<file path="config.mk">
export PLATFORM = sky130hd
export DESIGN_NAME = alu_scoreboard
export DESIGN_NICKNAME = d
export VERILOG_FILES = /design/src/rtl/alu_scoreboard.sv
export SDC_FILE = /design/constraint.sdc
export NUM_CORES = 1
export LEC_CHECK = 0
export CAP_MARGIN = 0
export CORE_MARGIN = 2
export CORE_UTILIZATION = 59
export CTS_CLUSTER_DIAMETER = 120
export DETAILED_ROUTE_END_ITERATION = 12
export DONT_BUFFER_PORTS = 1
export PLACE_DENSITY = 0.78
export SETUP_SLACK_MARGIN = 0.02
export SYNTH_ARGS = -nofsm -noshare
export SYNTH_HDL_FRONTEND = slang
export SYNTH_SLANG_ARGS = --single-unit
</file>
<file path="constraint.sdc">
create_clock -name clk -period 4.8 [get_ports clk]
set_clock_uncertainty 0.15 [all_clocks]
set_input_delay 0.48 -clock clk [delete_from_list [all_inputs] [get_ports clk]]
set_output_delay 0.48 -clock clk [all_outputs]
set_load 0.02 [all_outputs]
</file>
<file path="src/rtl/alu_scoreboard.sv">
// In-order scoreboard for the 8-bit ALU: buffers expected results at request time
// and checks DUT responses against the oldest entry, keeping pass/fail statistics.
module alu_scoreboard #(
  parameter int unsigned DEPTH = 8,
  parameter int unsigned CNT_W = 16
) (
  input  logic                         clk,
  input  logic                         reset,
  input  logic                         clear,
  input  logic                         req_valid,
  input  logic [7:0]                   req_a,
  input  logic [7:0]                   req_b,
  input  logic [2:0]                   req_op,
  output logic                         req_ready,
  input  logic                         rsp_valid,
  input  logic [7:0]                   rsp_result,
  output logic [$clog2(DEPTH+1)-1:0]   pending,
  output logic [CNT_W-1:0]             pass_count,
  output logic [CNT_W-1:0]             fail_count,
  output logic                         mismatch,
  output logic [2:0]                   mismatch_op,
  output logic [7:0]                   mismatch_exp,
  output logic [7:0]                   mismatch_got,
  output logic                         overflow_err,
  output logic                         underflow_err
);

  localparam int unsigned PTR_W = $clog2(DEPTH);
  localparam int unsigned OCC_W = $clog2(DEPTH + 1);
  localparam logic [OCC_W-1:0] FULL_OCC = OCC_W'(DEPTH);

  typedef struct packed {
    logic [2:0] op;
    logic [7:0] exp;
  } entry_t;

  entry_t             mem [DEPTH];
  logic [PTR_W-1:0]   wr_ptr;
  logic [PTR_W-1:0]   rd_ptr;
  logic               full;
  logic               empty;
  logic               push;
  logic               pop;
  entry_t             new_entry;
  entry_t             head;
  logic               head_match;

  // Reference model of the ALU, evaluated when the request is captured.
  function automatic logic [7:0] alu_model(input logic [2:0] op,
                                           input logic [7:0] a,
                                           input logic [7:0] b);
    logic [15:0] prod;
    logic [7:0]  res;
    prod = 16'(a) * 16'(b);
    res  = 8'h00;
    case (op)
      3'b000:  res = a + b;
      3'b001:  res = a - b;
      3'b010:  res = a & b;
      3'b011:  res = a | b;
      3'b100:  res = prod[7:0];
      default: res = 8'h00;
    endcase
    return res;
  endfunction

  always_comb begin
    full          = (pending == FULL_OCC);
    empty         = (pending == '0);
    pop           = rsp_valid && !empty;
    push          = req_valid && (!full || pop);
    req_ready     = !full;
    new_entry.op  = req_op;
    new_entry.exp = alu_model(req_op, req_a, req_b);
    head          = mem[rd_ptr];
    head_match    = (head.exp == rsp_result);
  end

  // Storage carries no reset; validity is tracked by the occupancy count.
  always_ff @(posedge clk) begin
    if (push) begin
      mem[wr_ptr] <= new_entry;
    end
  end

  // Pointers and occupancy; clear deliberately leaves the queue intact.
  always_ff @(posedge clk or posedge reset) begin
    if (reset) begin
      wr_ptr  <= '0;
      rd_ptr  <= '0;
      pending <= '0;
    end else begin
      if (push) wr_ptr <= wr_ptr + PTR_W'(1);
      if (pop)  rd_ptr <= rd_ptr + PTR_W'(1);
      case ({push, pop})
        2'b10:   pending <= pending + OCC_W'(1);
        2'b01:   pending <= pending - OCC_W'(1);
        default: pending <= pending;
      endcase
    end
  end

  // Compare results, saturating statistics, failure capture and sticky errors.
  always_ff @(posedge clk or posedge reset) begin
    if (reset) begin
      pass_count    <= '0;
      fail_count    <= '0;
      mismatch      <= 1'b0;
      mismatch_op   <= '0;
      mismatch_exp  <= '0;
      mismatch_got  <= '0;
      overflow_err  <= 1'b0;
      underflow_err <= 1'b0;
    end else if (clear) begin
      pass_count    <= '0;
      fail_count    <= '0;
      mismatch      <= 1'b0;
      mismatch_op   <= '0;
      mismatch_exp  <= '0;
      mismatch_got  <= '0;
      overflow_err  <= 1'b0;
      underflow_err <= 1'b0;
    end else begin
      mismatch <= 1'b0;
      if (pop) begin
        if (head_match) begin
          if (pass_count != '1) pass_count <= pass_count + CNT_W'(1);
        end else begin
          if (fail_count != '1) fail_count <= fail_count + CNT_W'(1);
          mismatch     <= 1'b1;
          mismatch_op  <= head.op;
          mismatch_exp <= head.exp;
          mismatch_got <= rsp_result;
        end
      end
      if (req_valid && full && !pop) overflow_err  <= 1'b1;
      if (rsp_valid && empty)        underflow_err <= 1'b1;
    end
  end

endmodule

</file>
==> out/metrics.cfg, run 1 <==
[run_status]
status=completed

[sta]
hold_viol=0
hold_ws_ns=0.0426
tightest_slew_ns=1.25
rsz0062_at_grt=false
period_share_pct=81.7
finalSetupTns_ns=0
fmax_mhz=255
report.final.slew_viol_count=0
setup_violations=0
worst_slack_ns=0.877
min_period_ns=3.92
max-slew-margin-rel_pct=16.1

[logic_synthesis]
async_flop_share_pct=42.1
post_synth_inst_count=716
synth_cell_types=50
synth_edf_count=88
synth_ff_type=edfxtp_1
syn_avg_cell_area_um2=11.6
seq_area_frac_synth_pct=51.2
syn_nets=795
ys_warn_count=0
synthesis.area_mm2=0.00829
ys_ff_latch=152

[finish]
area_growth_pct=9.14
layout.nets=795
multi_input_area_mm2=0.00374
antenna_cells=0
regArea_mm2=0.00424
final-instance-count-excl-fill=909
fillCellCount=981
fin_util_pct=65.5
drive_above_1_share_pct=9.60
design_area_mm2=0.00905

[worst_setup_path]
cp_top_family=adder cells
worstPathCellList=nand2_1 > fa_1 > fa_1 > inv_1 > fa_1 > inv_1 > fa_1 > inv_1 > ha_1 > a21oi_1 > xnor2_1 > xnor2_1 > nor2_1 > a221o_1
crit_required_ns=4.79
cp_common_cell=fa_1
crit_path_start=req_a[1]
timing.rr.start=rd_ptr[1]
worst_r2r_path_depth=9
critical_path_buf_inv_count=3
crit_fanout=8
r2r_slack_ns=1.11
cpPeakStageDelay_ns=0.55
crit_type=in -> reg
cp-start-kind=primary input
r2r_end=fail_count[0]
cp.arrival_ns=3.91
worst_setup_path_end_kind=flop
crit_slowest_cell=fa_1

[detailed_routing]
drc=0
vias=5743
wl_per_cell_um=20.2
first_pass_iters=7
ant_nets=0
drt_wl_total_mm=18.3
vias_per_cell=6.32
drtIter0Drc=541

[placed_design]
place_congestion=0.903
post-dp-hpwl_mm=12.6
dp.cells=872
port_buffers=0
dpl_cell_area_mm2=0.00844
post-place-ws_ns=0.456

[global_route]
grt_max_degree=51
first_global_vias=5824
grt_overflow=0
grt_usage_pct=25.5
grt_pass1_wl_mm=29.3
antenna_found_initial=0

[die]
start_util_pct=60.0
core_area_mm2=0.0138
rows=43
die-area_mm2=0.0150
die_h_um=123
die_x_um=123
pin_count=91

[power]
powerDensity_mw_per_mm2=476
total_leakage_power_nw=3.57
vdd_drop_max_mv=0.312
p_total_mw=4.30

[clock_network]
cts_tree=built
root_buffer=clkbuf_16
clock-sinks=152
clk_pin_slew_ns=0.06
clk_latency_ns=0.43
post_cts_buffers=0
cts_hold_buf=5
cts_resized=0
cts_max_level=4
cts_buffers=17
max-clock-path-buffers=2

[min_path]
hp-class=in -> reg
hold_start=rsp_result[2]
hold_path_depth=2
hold_end=mismatch_got[2]

[run]
max-cap-violations=0

[cells in the final DEF (no fill, tap or decap), types with 15 or more instances in the layout]
cell type  synthesis  layout
o21ai_1           15      15
nor2b_1           18      18
nor2_1            46      46
edfxtp_1          88      88
nand3_1           29      29
dfrtp_1           64      64
mux2i_1           15      15
inv_1             42      41
ha_1              33      33
xnor2_1           30      30
a21oi_1           45      45
clkbuf_16          0      17
nand2_1           49      49
o21ai_0           16      16
mux4_2            20      20
[sequential cells by signal (all words and copies together), names as in the netlist]
name           count
mismatch           1
mem               88
rd_ptr             3
pending            4
wr_ptr             3
mismatch_got       8
fail_count        16
mismatch_op        3
pass_count        16
mismatch_exp       8
overflow_err       1
underflow_err      1
[per-layer routing]
metal,track usage [%],wire length (µm),part of all wire (%)
met2,44.0,9390,51
met1,30.8,7230,39
met5,0,0,0
met3,7.53,1450,7.9
met4,8.12,258,1.4
[layout make-up]
cell class | instances | share of cell area, %
tap | 180 | 2.49
multi-input combinational | 488 | 41.3
clock buffer | 19 | 4.94
clock inverter | 13 | 1.19
inverter | 43 | 1.78
sequential | 152 | 46.9
timing repair buffer | 14 | 1.41
[logic make-up after synthesis]
| kind of cell | share of synthesized area [%] |
|---|---|
| simple gates | 14.2 |
| flops | 51.2 |
| compound gates | 8.45 |
| buf+inv | 3.74 |
| fa+ha+maj | 8.96 |
| mux | 9.28 |
| xor+xnor | 4.23 |
[synth_stat cells, types with 8 or more instances]
cell type   n  share of area [%]
edfxtp_1   88                 32
dfrtp_1    64                 19
nand2_1    49                2.2
nor2_1     46                2.1
a21oi_1    45                2.7
inv_1      42                1.9
ha_1       33                5.0
xnor2_1    30                3.2
nand3_1    29                1.8
mux4_2     20                5.4
clkbuf_1   19               0.86
nor2b_1    18                1.4
o21ai_0    16               0.97
mux2i_1    15                1.8
o21ai_1    15               0.91
and2_1     14                1.1
fa_1       14                3.4
nor3_1     14               0.85
o31ai_1    14                1.3
or4_1      13                1.2
mux2_1     12                1.6
nand2b_1   11               0.83
xor2_1     10                1.1
a211oi_1    9               0.81
and3_1      9               0.68
buf_2       8               0.48
nand4_1     8               0.60
[power by group]
group	switching [mW]	internal, mW
combinational	0.678	0.546
sequential	0.222	1.60
clock	0.557	0.696
[worst max path at each step]
stage          depth (start not counted)        end
6_report                              14  mem[3][7]
5_1_grt                               15  mem[3][7]
4_1_cts                               14  mem[3][7]
3_5_place_dp                          14  mem[6][7]
3_3_place_gp                          14  mem[1][7]
2_1_floorplan                         15  mem[0][7]
(Power assumes the default switching activity.)
==> run 2, diff against run 1 <==
clock period = 4.1 ns   (was 4.8 ns; I/O delays follow)
==> run 2 against run 1 <==
Power up 19%; clock power grew 19%; final area increased by 2.4%; worst hold slack worse by 0.025 ns; utilization rose by 1.6 points; wire length is 1.0% higher; sequential cell count stayed put; combinational power is 24% higher; setup slack got worse by 0.44 ns; sequential share of layout area decreased by 1.1 points; non-clock buffer count up 19.
==> out/metrics.cfg, run 2 (same netlist as run 1, synthesis figures left out) <==
[run_status]
status=completed

[worst_setup_path]
crit_fanout=8
crit_required_ns=4.08
worstPathCellList=nand2_2 > fa_2 > fa_1 > inv_1 > fa_1 > inv_1 > fa_1 > inv_1 > ha_4 > a21oi_2 > xnor2_1 > xnor2_1 > nor2_1 > a221o_1
cp_top_family=adder cells
crit_slowest_cell=fa_1
cp.arrival_ns=3.65
timing.rr.start=rd_ptr[1]
crit_path_start=req_a[3]
cpPeakStageDelay_ns=0.54
cp-start-kind=primary input
worst_setup_path_end_kind=flop
critical_path_buf_inv_count=3
crit_type=in -> reg

[finish]
multi_input_area_mm2=0.00376
largestRegisters=mem (88), fail_count (16), pass_count (16)
layout.nets=814
top_register=mem
drive_above_1_share_pct=11.6
regArea_mm2=0.00424
fin_util_pct=67.0
final_cell_mix=edfxtp_1, dfrtp_1, nand2_1
area_growth_pct=11.8
fillCellCount=985
largest_reg_flops=88
layout_commonest_cell=edfxtp_1
design_area_mm2=0.00927

[clock_network]
cts_tree=built
cts_resized=0
post_cts_buffers=0
clock-sinks=152
max-clock-path-buffers=2
cts_max_level=4
cts_hold_buf=13
clk_pin_slew_ns=0.06
clk_latency_ns=0.42
cts_buffers=17
root_buffer=clkbuf_16

[placed_design]
place_congestion=1.00
port_buffers=0
post-dp-hpwl_mm=12.7
post-place-ws_ns=0.0103
dpl_cell_area_mm2=0.00855

[power]
power_frac_clock_pct=29.0
p_switching_mw=1.71
internal-power_mw=3.42
vdd_drop_max_mv=0.354
p_sw_share_pct=33.4
total_leakage_power_nw=3.67
seqPwrFrac_pct=41.5
combPwrFrac_pct=29.5
powerDensity_mw_per_mm2=554

[sta]
setup_violations=0
finalSetupTns_ns=0
tightest_slew_ns=0.987
period_share_pct=89.4
fmax_mhz=273
report.final.slew_viol_count=0
min_period_ns=3.67
rsz0062_at_grt=false
max-slew-margin-rel_pct=33.5
worst_slack_ns=0.433
hold_viol=0

[global_route]
grt_pass1_wl_mm=29.5
grt_max_degree=41
first_global_vias=5911
grt_usage_pct=25.8
grt_overflow=0
antenna_found_initial=1

[min_path]
hold_start=rsp_result[0]
hp-class=in -> reg

[die]
pin_count=91
rows=43
start_util_pct=60.0
core_area_mm2=0.0138
die_x_um=123
die_h_um=123
die-area_mm2=0.0150

[detailed_routing]
ant_nets=0
wl_per_cell_um=19.9
vias_per_cell=6.23
vias=5792
drt_wl_total_mm=18.5
drtIter0Drc=391
first_pass_iters=5
drc=0

[run]
max-cap-violations=0

## run 2: area by class of cell
| type | count | share of cell area, % |
|---|---|---|
| antenna | 1 | 0.0270 |
| clock buffer | 20 | 5.06 |
| clock inverter | 12 | 1.08 |
| inverter | 43 | 1.74 |
| multi-input combinational | 488 | 40.6 |
| sequential | 152 | 45.8 |
| tap | 180 | 2.43 |
| timing repair buffer | 33 | 3.27 |
## run 2: worst register-to-register path: stages (launching register included)
cell and delay, ns:
dfrtp_1 0.77, buf_4 0.28, mux4_2 0.30, mux2i_1 0.40
xnor2_1 0.12, nor2_1 0.15, and4_1 0.46, buf_4 0.30
nor2_1 0.10, mux2_1 0.33
## run 2: stage by stage
stage	instances	hold slack, ns	power (mW)
finish	929	0.0179	5.13
global route	929	0.00387	5.39
CTS	928	0.00505	5.16
detailed placement	883	0.331	3.65
global placement	883	0.329	3.55
floorplan	716	0.338	3.26
## run 2: routing by layer
metal	routed length, µm	global-route usage [%]
met5	0	0
met4	399	9.34
met3	1500	7.57
met2	9340	44.1
met1	7280	31.1
## run 2: path summary, 6_finish.rpt
path                              endpoint  slack, ns  cells past startpoint
setup / recovery                 mem[7][7]       0.43                     14
hold / removal             mismatch_got[0]       0.02                      2
min in group asynchronous  mismatch_got[4]       0.48                      2
setup reg to reg             fail_count[0]       0.61                      9
hold reg to reg                  wr_ptr[0]       0.41                      2
max in group asynchronous   mismatch_op[2]       2.47                      3
## run 2: power groups by stage
stage	logic, mW	clock network, mW	registers [mW]
6_report	1.51	1.49	2.13
5_1_grt	1.66	1.58	2.15
4_1_cts	1.52	1.51	2.13
3_5_place_dp	1.49	0	2.16
3_3_place_gp	1.41	0	2.14
2_1_floorplan	1.18	0	2.09
==> run 3, diff against run 2 <==
CORE_MARGIN = unset   (was 2)
==> run 3 against run 2 <==
Power grew 0.89%; cell count shrank 0.54%; final area is 0.22% higher; critical endpoint is now mem[3][7]; largest cell class unchanged; largest power group unchanged.
==> out/metrics.cfg, run 3 (same netlist as run 1, synthesis figures left out) <==
[run_status]
status=completed

[power]
powerDensity_mw_per_mm2=557
total_leakage_power_nw=3.67
vdd_drop_max_mv=0.357

[finish]
largest_reg_flops=88
fillCellCount=925
layout_commonest_cell=edfxtp_1
antenna_cells=0
multi_input_area_mm2=0.00376
drive_above_1_share_pct=11.1
top_register=mem
area_growth_pct=12.0
layout.nets=814
regArea_mm2=0.00424
largestRegisters=mem (88), fail_count (16), pass_count (16)
final_cell_mix=edfxtp_1, dfrtp_1, nand2_1

[die]
die-area_mm2=0.0145
core_area_mm2=0.0135
die_x_um=121
start_util_pct=61.6
pin_count=91
die_h_um=121
rows=42

[min_path]
hp-class=in -> reg

[worst_setup_path]
crit_type=in -> reg
cp.arrival_ns=3.65
crit_fanout=8
crit_slowest_cell=fa_1
worstPathCellList=nand2_2 > fa_2 > fa_1 > inv_1 > fa_1 > inv_1 > fa_1 > inv_1 > ha_4 > a21oi_2 > xnor2_1 > xnor2_1 > nor2_1 > a221o_1
cpPeakStageDelay_ns=0.53
worst_setup_path_end_kind=flop
crit_required_ns=4.08
cp-start-kind=primary input

[placed_design]
post-dp-hpwl_mm=12.5
post-place-ws_ns=0.0181
place_congestion=0.933
port_buffers=0

[detailed_routing]
met3_length_mm=1.32
wl_per_cell_um=20.4
drt_wl_total_mm=18.8
ant_nets=0
vias=5759
wl_met2_mm=9.69
dr.max_layer_used=met4
drc=0
first_pass_iters=5
vias_per_cell=6.23
wl_met1_mm=7.46
drtIter0Drc=590

[clock_network]
root_buffer=clkbuf_16
cts_tree=built
cts_max_level=4
clk_latency_ns=0.42
cts_resized=0
max-clock-path-buffers=2
post_cts_buffers=0
cts_buffers=17
cts_hold_buf=15
clock-sinks=152
clk_pin_slew_ns=0.06

[sta]
min_period_ns=3.67
finalSetupTns_ns=0
report.final.slew_viol_count=0
period_share_pct=89.6
rsz0062_at_grt=false
max-slew-margin-rel_pct=30.8
fmax_mhz=272
tightest_slew_ns=1.03
worst_slack_ns=0.428
setup_violations=0
hold_viol=0

[global_route]
grt_pass1_wl_mm=30.3
grt_max_degree=40
antenna_found_initial=0
first_global_vias=5808
grt_usage_pct=27.5
grt_overflow=0

[run]
max-cap-violations=0

==> run 3: cell count changes in the layout (fill, tap and decap cells not counted), sizes merged <==
cell | before | now
dlygate4sd3 | 12 | 14
clkinv | 2 | 6
diode | 1 | 0
inv | 52 | 49
bufinv | 0 | 2
buf | 21 | 19
clkbuf | 20 | 17
==> run 3: power by group <==
group	total (mW)	switching, mW	internal, mW
clock	1.55	0.642	0.911
sequential	2.11	0.230	1.88
combinational	1.52	0.838	0.678
==> run 3: per-layer routing <==
metal	global-route usage, %	up-vias
met4	10.8	0
li1	-	2635
met5	0	-
met1	33.4	2854
met2	47.7	235
met3	6.23	35
==> run 3: worst paths after layout <==
path | from | to | slack (ns) | cells after the start
worst min register to register | wr_ptr[0] | wr_ptr[0] | 0.40 | 2
min in group asynchronous | reset | fail_count[13] | 0.39 | 2
worst max-delay path | req_a[3] | mem[3][7] | 0.43 | 14
worst max register to register | rd_ptr[0] | pass_count[12] | 0.57 | 9
max in group asynchronous | reset | mismatch_exp[3] | 2.52 | 3
worst min-delay path | rsp_valid | underflow_err | 0.02 | 2
==> run 3: cell type report <==
type | count | area share, %
repair buffers | 33 | 3.31
inverters | 43 | 1.74
multi-input cells | 488 | 40.5
clock inverters | 15 | 1.79
clock buffers | 17 | 4.58
well taps | 176 | 2.37
flip-flops and latches | 152 | 45.7
==> run 3: critical path: cells and delay by family <==
kind | cells | cell delay (ns)
AO/OA/AOI/OAI | 2 | 0.50
XOR/XNOR | 2 | 0.27
adder cells (fa/ha/maj) | 5 | 2.18
buffers and inverters | 3 | 0.16
AND/OR/NAND/NOR | 2 | 0.11
==> run 3: per-stage QoR <==
step	std cells	util (%)	instance area, µm²	hold WS, ns	total power [mW]
after CTS	924	69.0	9290	0.00161	5.20
final	924	69.0	9290	0.0212	5.18
after floorplan	716	-	8340	0.338	3.26
after global placement	877	63.4	8530	0.259	3.54
after global routing	924	69.0	9290	0.00252	5.43
after detailed placement	877	63.4	8530	0.265	3.61
